### src/rtl/rob_queue.sv
// Circular reorder buffer: tagged allocation, multi-port writeback, operand lookup and
// in-order commit with redirect flush. Define ROB_BYPASS_EN to forward same-cycle writebacks to lookups.
module rob_queue #(
    parameter int DEPTH    = 16,
    parameter int TAG_W    = $clog2(DEPTH),
    parameter int WB_PORTS = 2
) (
    input  logic                      clk,
    input  logic                      rst,
    input  logic                      rdy,
    input  logic                      alloc_valid,
    output logic                      alloc_ready,
    output logic [TAG_W-1:0]          alloc_tag,
    input  logic [1:0]                alloc_type,
    input  logic [4:0]                alloc_rd,
    input  logic [31:0]               alloc_pc,
    input  logic                      alloc_pred,
    input  logic [WB_PORTS-1:0]       wb_valid,
    input  logic [WB_PORTS*TAG_W-1:0] wb_tag,
    input  logic [WB_PORTS*32-1:0]    wb_value,
    input  logic [WB_PORTS*32-1:0]    wb_addr,
    input  logic [2*TAG_W-1:0]        q_tag,
    output logic [1:0]                q_ready,
    output logic [63:0]               q_value,
    output logic                      commit_valid,
    output logic [4:0]                commit_rd,
    output logic [31:0]               commit_value,
    output logic [TAG_W-1:0]          commit_tag,
    output logic                      store_valid,
    input  logic                      store_ready,
    output logic [31:0]               store_addr,
    output logic [31:0]               store_data,
    output logic                      pred_upd_valid,
    output logic [31:0]               pred_upd_pc,
    output logic                      pred_upd_taken,
    output logic                      flush,
    output logic [31:0]               redirect_pc
);

    localparam int CNT_W = TAG_W + 1;

    typedef enum logic [1:0] {
        T_REG    = 2'b00,
        T_STORE  = 2'b01,
        T_BRANCH = 2'b10,
        T_JALR   = 2'b11
    } entry_type_t;

    logic [TAG_W-1:0] head, tail;
    logic [CNT_W-1:0] count;

    entry_type_t      e_type  [DEPTH];
    logic [4:0]       e_rd    [DEPTH];
    logic [31:0]      e_pc    [DEPTH];
    logic [31:0]      e_value [DEPTH];
    logic [31:0]      e_addr  [DEPTH];
    logic [DEPTH-1:0] e_pred;
    logic [DEPTH-1:0] e_valid;
    logic [DEPTH-1:0] e_ready;

    logic [WB_PORTS-1:0] wb_hit;
    logic        alloc_fire, head_go, do_commit, store_start, store_fire;
    logic        retire, mispredict, do_flush;
    entry_type_t head_type;
    logic [31:0] head_value, head_addr, head_pc;

    assign alloc_ready = (count != CNT_W'(DEPTH)) && !flush;
    assign alloc_tag   = tail;
    assign alloc_fire  = rdy && alloc_valid && alloc_ready;

    assign head_type  = e_type[head];
    assign head_value = e_value[head];
    assign head_addr  = e_addr[head];
    assign head_pc    = e_pc[head];

    // A store occupies the head until its handshake; nothing behind it may retire meanwhile.
    assign head_go     = (count != '0) && e_ready[head];
    assign do_commit   = rdy && head_go && !store_valid && (head_type != T_STORE);
    assign store_start = rdy && head_go && !store_valid && (head_type == T_STORE);
    assign store_fire  = rdy && store_valid && store_ready;
    assign retire      = do_commit || store_fire;
    assign mispredict  = head_value[0] != e_pred[head];
    assign do_flush    = do_commit &&
                         ((head_type == T_JALR) || ((head_type == T_BRANCH) && mispredict));

    // Writebacks to free slots, or during the redirect cycle, are dropped.
    always_comb begin
        for (int p = 0; p < WB_PORTS; p++)
            wb_hit[p] = wb_valid[p] && e_valid[wb_tag[p*TAG_W +: TAG_W]] && !flush;
    end

    always_comb begin
        // NOTE: default every output before the loop so no path leaves it unassigned (no latch).
        q_ready = '0;
        q_value = '0;
        for (int i = 0; i < 2; i++) begin
            q_ready[i]         = e_ready[q_tag[i*TAG_W +: TAG_W]];
            q_value[i*32 +: 32] = e_value[q_tag[i*TAG_W +: TAG_W]];
`ifdef ROB_BYPASS_EN
            for (int p = 0; p < WB_PORTS; p++) begin
                if (rdy && wb_hit[p] && (wb_tag[p*TAG_W +: TAG_W] == q_tag[i*TAG_W +: TAG_W])) begin
                    q_ready[i]          = 1'b1;
                    q_value[i*32 +: 32] = wb_value[p*32 +: 32];
                end
            end
`endif
        end
    end

    // NOTE: payload storage has no reset; e_valid/e_ready gate every use, so contents never leak.
    always_ff @(posedge clk) begin
        if (rdy && !do_flush) begin
            for (int p = 0; p < WB_PORTS; p++) begin
                if (wb_hit[p]) begin
                    e_value[wb_tag[p*TAG_W +: TAG_W]] <= wb_value[p*32 +: 32];
                    e_addr[wb_tag[p*TAG_W +: TAG_W]]  <= wb_addr[p*32 +: 32];
                end
            end
            if (alloc_fire) begin
                e_type[tail] <= entry_type_t'(alloc_type);
                e_rd[tail]   <= alloc_rd;
                e_pc[tail]   <= alloc_pc;
                e_pred[tail] <= alloc_pred;
            end
        end
    end

    // NOTE: all sequential state uses non-blocking assignments so every read sees pre-edge values.
    always_ff @(posedge clk) begin
        if (rst) begin
            head           <= '0;
            tail           <= '0;
            count          <= '0;
            e_valid        <= '0;
            e_ready        <= '0;
            commit_valid   <= 1'b0;
            commit_rd      <= '0;
            commit_value   <= '0;
            commit_tag     <= '0;
            store_valid    <= 1'b0;
            store_addr     <= '0;
            store_data     <= '0;
            pred_upd_valid <= 1'b0;
            pred_upd_pc    <= '0;
            pred_upd_taken <= 1'b0;
            flush          <= 1'b0;
            redirect_pc    <= '0;
        end else if (rdy) begin
            commit_valid   <= 1'b0;
            pred_upd_valid <= 1'b0;
            flush          <= 1'b0;

            if (do_flush) begin
                head    <= '0;
                tail    <= '0;
                count   <= '0;
                e_valid <= '0;
                e_ready <= '0;
            end else begin
                for (int p = 0; p < WB_PORTS; p++)
                    if (wb_hit[p]) e_ready[wb_tag[p*TAG_W +: TAG_W]] <= 1'b1;
                if (retire) begin
                    e_valid[head] <= 1'b0;
                    e_ready[head] <= 1'b0;
                    head          <= head + TAG_W'(1);
                end
                if (alloc_fire) begin
                    e_valid[tail] <= 1'b1;
                    e_ready[tail] <= 1'b0;
                    tail          <= tail + TAG_W'(1);
                end
                if (alloc_fire && !retire)      count <= count + 1'b1;
                else if (!alloc_fire && retire) count <= count - 1'b1;
            end

            if (do_commit) begin
                case (head_type)
                    T_REG: begin
                        commit_valid <= 1'b1;
                        commit_rd    <= e_rd[head];
                        commit_value <= head_value;
                        commit_tag   <= head;
                    end
                    T_JALR: begin
                        commit_valid <= 1'b1;
                        commit_rd    <= e_rd[head];
                        commit_value <= head_value;
                        commit_tag   <= head;
                        flush        <= 1'b1;
                        redirect_pc  <= head_addr;
                    end
                    T_BRANCH: begin
                        pred_upd_valid <= 1'b1;
                        pred_upd_pc    <= head_pc;
                        pred_upd_taken <= head_value[0];
                        if (mispredict) begin
                            flush       <= 1'b1;
                            redirect_pc <= head_value[0] ? head_addr : head_pc + 32'd4;
                        end
                    end
                    default: ;
                endcase
            end

            if (store_start) begin
                store_valid <= 1'b1;
                store_addr  <= head_addr;
                store_data  <= head_value;
            end else if (store_fire) begin
                store_valid <= 1'b0;
            end
        end
    end

endmodule

### config.mk
export PLATFORM = sky130hd
export DESIGN_NAME = rob_queue
export DESIGN_NICKNAME = d
export VERILOG_FILES = /design/src/rtl/rob_queue.sv
export SDC_FILE = /design/constraint.sdc
export NUM_CORES = 2
export LEC_CHECK = 0
export CAP_MARGIN = 40
export CELL_PAD_IN_SITES_DETAIL_PLACEMENT = 0
export CELL_PAD_IN_SITES_GLOBAL_PLACEMENT = 1
export CORE_ASPECT_RATIO = 0.6
export CORE_MARGIN = 1
export CORE_UTILIZATION = 57
export CTS_CLUSTER_DIAMETER = 120
export DETAILED_ROUTE_END_ITERATION = 10
export GPL_ROUTABILITY_DRIVEN = 0
export PLACE_DENSITY_LB_ADDON = 0.08
export SYNTH_ARGS = -nofsm -noshare
export SYNTH_HDL_FRONTEND = slang
export SYNTH_SLANG_ARGS = --single-unit
### constraint.sdc
create_clock -name clk -period 15.7 [get_ports clk]
set_input_delay 1.57 -clock clk [delete_from_list [all_inputs] [get_ports clk]]
set_output_delay 1.57 -clock clk [all_outputs]
set_load 0.01 [all_outputs]
Word level (Yosys, flattened, before mapping)
Memory sizes are Yosys's and may differ from the RTL's. A register that Yosys moved wholly into a read port is not among the register bits.
Cells that the tools add are included.
W data, S select, Z words.
- reductions and logical operators: 47
- multiplexer cells: 77
- bitwise logic cells: 8
- order comparisons: 10
- eq/ne operators: 7
- $add $sub $neg: 5
- operators with widths (operator ; count):
    $mux W16 ; 20
    $mux W32 ; 2
    $pmux W32 S2 ; 1
    $and A16 B16 Y16 ; 3
    $mux W4 ; 12
    $or A16 B16 Y16 ; 3
    $add A32 B3 Y32 const B ; 1
    $not A16 Y16 ; 2
    $lt A4 B5 Y1 const B ; 6
    $mux W1 ; 27
    $bmux W1 S4 ; 6
    $logic_and A1 B1 Y1 ; 23
    $bwmux W16 ; 1
    $demux W1 S4 ; 4
    $ge A4 B1 Y1 const B ; 4
    $mux W5 ; 3
    $reduce_and A2 Y1 ; 6
    $add A4 B1 Y4 const B ; 2
    $reduce_bool A2 Y1 ; 4
    $reduce_and A3 Y1 ; 2
    $add A5 B1 Y5 const B ; 1
    $logic_not A1 Y1 ; 5
    $ne A5 B5 Y1 const B ; 1
    $reduce_bool A5 Y1 ; 1
    other kinds (12) ; 14
- memory bits (writable): 1648
- bits of input ports: 191
- memories kept: 5
- register bits after elaboration: 230
- memory list (memory ; depth ; bits a word ; read ports ; clocked after Yosys merged registers in ; write ports ; RTL line ; text):
    e_addr ; 16 ; 32 ; 1 ; 1 ; 2 ; 56 ; logic [31:0] e_addr [DEPTH];
    e_pc ; 16 ; 32 ; 1 ; 1 ; 1 ; 54 ; logic [31:0] e_pc [DEPTH];
    e_value ; 16 ; 32 ; 3 ; 1 ; 2 ; 55 ; logic [31:0] e_value [DEPTH];
    e_rd ; 16 ; 5 ; 1 ; 1 ; 1 ; 53 ; logic [4:0] e_rd [DEPTH];
    e_type ; 16 ; 2 ; 1 ; 1 ; 1 ; 52 ; entry_type_t e_type [DEPTH];

Longest topological paths before layout
- depth in word-level cells: 23
- gate-level depth with buffers: 23
- mapped depth without buffers: 14

Least setup slack after synthesis
OpenSTA, ideal clock, no wires.
- kind: register to register
- start: register with a tool-made name
- end: memory e_pc[3][0] (enable)
- cell stages (with the launch flop): 17
- data arrival time: 7.581 ns
- path slack: 7.578 ns
- path through: dfxtp_1 buf_6 buf_8 buf_12 buf_8 buf_12 buf_8 clkbuf_1 buf_2 mux4_2 mux4_2 inv_1 ha_1 a2111oi_0 nand2_1 nor2_1 nor4_1
- RTL lines (what ; RTL line):
    end: declaration ; 54

==> results by group <==
Global routing
  • First-pass GRT wire length: 409000 um
  • Initial antenna violation count: 34
  • Vias in the first global route: about 55000
  • Pin count of the biggest net entering global routing: about 110
  • GRT Overall Usage: about a third
  • GRT Residual Overflow: 0

Logic synthesis
  • Netlist Area Pre-Place: around 0.095 sq mm
  • Synth Register Bits: between 1500 and 2000
  • Syn_nets: roughly 5600
  • Cells after Synth: between 5000 and 6000
  • Post-synth EDFFs: approximately 1700
  • Ys flop type: edfxtp_1
  • Yosys warnings: 0
  • Register area share after synthesis: approximately 57%
  • Post-Syn Area per Cell: roughly 18 sq um
  • Synth async-reset ratio: 0%
  • Synth cell types: just under 90
  • Area leader, netlist: edfxtp_1
  • Largest family of logic cells by synthesized area: multiplexers
  • Synth Area in Simple Gates: under 10%
  • XOR/XNOR share of the synthesized area: 0.267%
  • Most numerous cell in the Yosys netlist: edfxtp_1
  • Commonest cells post-synth: 1664 x edfxtp_1, 797 x mux4_2, 665 x mux2_2, 360 x mux2_4, 349 x nand2_1
  • Area contributors post-synth: edfxtp_1 53%, mux4_2 19%, mux2_2 7.9%
  • Area share of the largest cell type after synthesis: 52.6%
  • Post-synthesis mux area share: 33.6%
  • Post-synthesis compound-gate area fraction: between 2 and 2.5%
  • Post-Synth Adder-Cell Area: less than 1%

Clocking
  • Hold-fix buffers, CTS: 0
  • Clk slew on worst S/H paths: approximately 0.07 ns
  • H-tree depth: 4
  • CTS Sinks: between 1500 and 2000
  • CTS tree: built
  • Post-cts sizing count: 0
  • Clk Latency, worst-skew pair: ~0.84 ns
  • Clock tree buffer depth: 4
  • Inserted Clock Buffers: 180
  • Root buf cell: clkbuf_16
  • Setup repair bufs after CTS: 0

STA
  • Period utilization: 44.2%
  • RSZ-0062 raised after global routing: no
  • Setup WS post-layout: just under 9 ns
  • Worst-Margin Slew: 1.14 ns
  • Clock period minus worst slack: between 6 and 7 ns
  • Fmax: around 0.14 GHz
  • Final hold viol count: 0
  • Rel. slew slack: between 20% and 30%
  • Final setup violation count: 0
  • Hold WS: approximately 0.45 ns
  • Setup Skew: 0.0575 ns
  • Setup TNS: 0 ns
  • Slew Viols, Final: 0

Min path
  • Hold crit path type: reg2reg
  • Hold path depth: 2

Setup path
  • Critical path's most frequent cell: buf_4
  • Crit path DAT: between 7 and 8 ns
  • Critical-path top delay cell: buf_4
  • CP max stage delay: 0.75 ns
  • Startpoint Class: flop
  • Critical path class: reg2reg
  • Crit end category: flop
  • Crit-path cells: buf_12 > buf_4 > buf_4 > buf_4 > buf_12 > buf_4 > buf_12 > mux4_2 > mux4_2 > nand2_1 > nor3_1 > a31oi_1 > o21ai_0
  • Critical path fanouts, max: 104
  • R2r worst-path depth: 13
  • WP data required: roughly 16 ns

Power
  • P_leak: 35.0 nW
  • Int Pwr: ~0.0080 W
  • P_sw: between 0.002 and 0.0025 W
  • Comb pwr share: 6.0%
  • PwrDens: 95.8 mW/mm^2
  • Worst vdd ir: between 70 and 80 uV
  • Sw Ratio: between 20 and 25%
  • Clk pwr share: around two fifths
  • Sequential power share: 53.2%

Routing
  • First DRT Iteration DRCs: approximately 8000
  • Drt pass-1 iters: 5
  • Vias post-DR: roughly 56000
  • WL per Instance: roughly 36 um
  • Vias per inst: 6.98
  • Drt total wl: approximately 290000 um
  • Number of remaining DRC errors: 0
  • Post-route ant nets: 0

Placed design
  • IO buf count: ~440
  • Placed cells: around 7700
  • Dpl hpwl: approximately 170000 um
  • Pre-CTS setup slack: roughly 8.5 ns
  • Post-DP Area: 0.102 sq mm

Floorplan
  • Die H: around 320 um
  • Die width: about 530 um
  • IO Count: 436
  • Number of core rows: about 120
  • Initial Utilization: between 50% and 60%
  • Core Area: 0.165 sq mm
  • Full die area: 0.168 sq mm

Cells and area
  • Sequential Area: about 0.054 sq mm
  • Area occupied by multi-input gates: about 0.038 sq mm
  • Finished Cell Area: approximately 0.11 sq mm
  • Fill cell count: 11300
  • Post-route insts no fill: around 8000
  • # nets final: approximately 5800
  • Layout cells sized above 1: between 40% and 50%
  • Layout area overhead: 12.8%

Outcome
  • Outcome: complete, no violations

Run
  • Max-cap violations: 0
[power by group through the flow]
| stage | clock (W) | sequential [W] | combinational (W) |
|---|---|---|---|
| finish | 0.00419 | 0.00546 | 0.000617 |
| global route | 0.00442 | 0.00546 | 0.000650 |
| detailed placement | 0 | 0.00557 | 0.000609 |
| global placement | 0 | 0.00557 | 0.000591 |
| CTS | 0.00422 | 0.00546 | 0.000611 |
| floorplan | 0 | 0.00557 | 0.000371 |
[cell families (layout without fill, tap and decap cells)]
family / after synthesis / count (layout)
buffers and inverters: 542 / 932
other: 0 / 21
xor gates and xnor gates: 29 / 29
AOI/OAI and AO/OA: 360 / 360
DFF: 1887 / 1887
muxes: 1889 / 1889
and+or+nand+nor: 643 / 643
adders and majority gates: 17 / 17
[worst paths after layout]
kind	start	endpoint	slack [ns]
setup / recovery	flop	redirect_pc[19]	8.75
hold / removal	commit_value[23]	commit_value[23]	0.45
setup reg to reg	flop	redirect_pc[19]	8.75
hold reg to reg	commit_value[23]	commit_value[23]	0.45
[through the flow]
stage	power (W)	util, %
2_1_floorplan	0.00595	-
3_3_place_gp	0.00617	61.0
3_5_place_dp	0.00618	61.7
4_1_cts	0.0103	65.0
5_1_grt	0.0105	65.0
6_report	0.0103	65.1
[worst max-delay path: cells and delay by family, from the launching register on]
kind                   cells  cell delay, ns
and+or+nand+nor            2            0.20
muxes                      2            1.06
DFF                        1            0.66
buffers and inverters      7            4.09
AOI/OAI and AO/OA          2            0.28
[flip-flops by register name, summed over array words and instances (netlist names), 5 cells and up, named ones only]
signal and cells:
redirect_pc 32, store_addr 32, e_pc 512, commit_value 32, pred_upd_pc 32, e_addr 512, e_pred 16, e_type 32
e_ready 16, count 5, store_data 32, e_rd 80, e_value 512, commit_rd 5, e_valid 16
[area by class of cell]
class	count	share of cell area [%]
inverter	25	0.0946
tap	2223	2.60
clock buffer	239	4.54
multi-input combinational	2938	35.5
antenna	21	0.0490
clock inverter	82	0.501
timing repair buffer	586	5.93
sequential	1887	50.8
[metal layers]
| metal | track usage (%) | routed length, um |
|---|---|---|
| met1 | 52.6 | 120000 |
| met2 | 49.8 | 128000 |
| met3 | 7.52 | 32800 |
| met4 | 7.82 | 6450 |
| met5 | 0 | 108 |
[cells in the final DEF, fill, tap and decap left out, types with 31 or more instances in the layout]
cell type           n
buf_16             38
buf_4             105
mux4_2            797
clkinv_2           31
o21ai_0            37
clkdlybuf4s50_1   426
mux2_2            665
mux2_4            360
edfxtp_1         1664
clkinv_1           36
dfxtp_1           219
clkbuf_1           47
mux2i_1            40
a21oi_1           167
nor2_1             85
clkbuf_16         183
nand2_1           347
nor3_1             34
No activity file was read; power rests on OpenSTA's default activity.
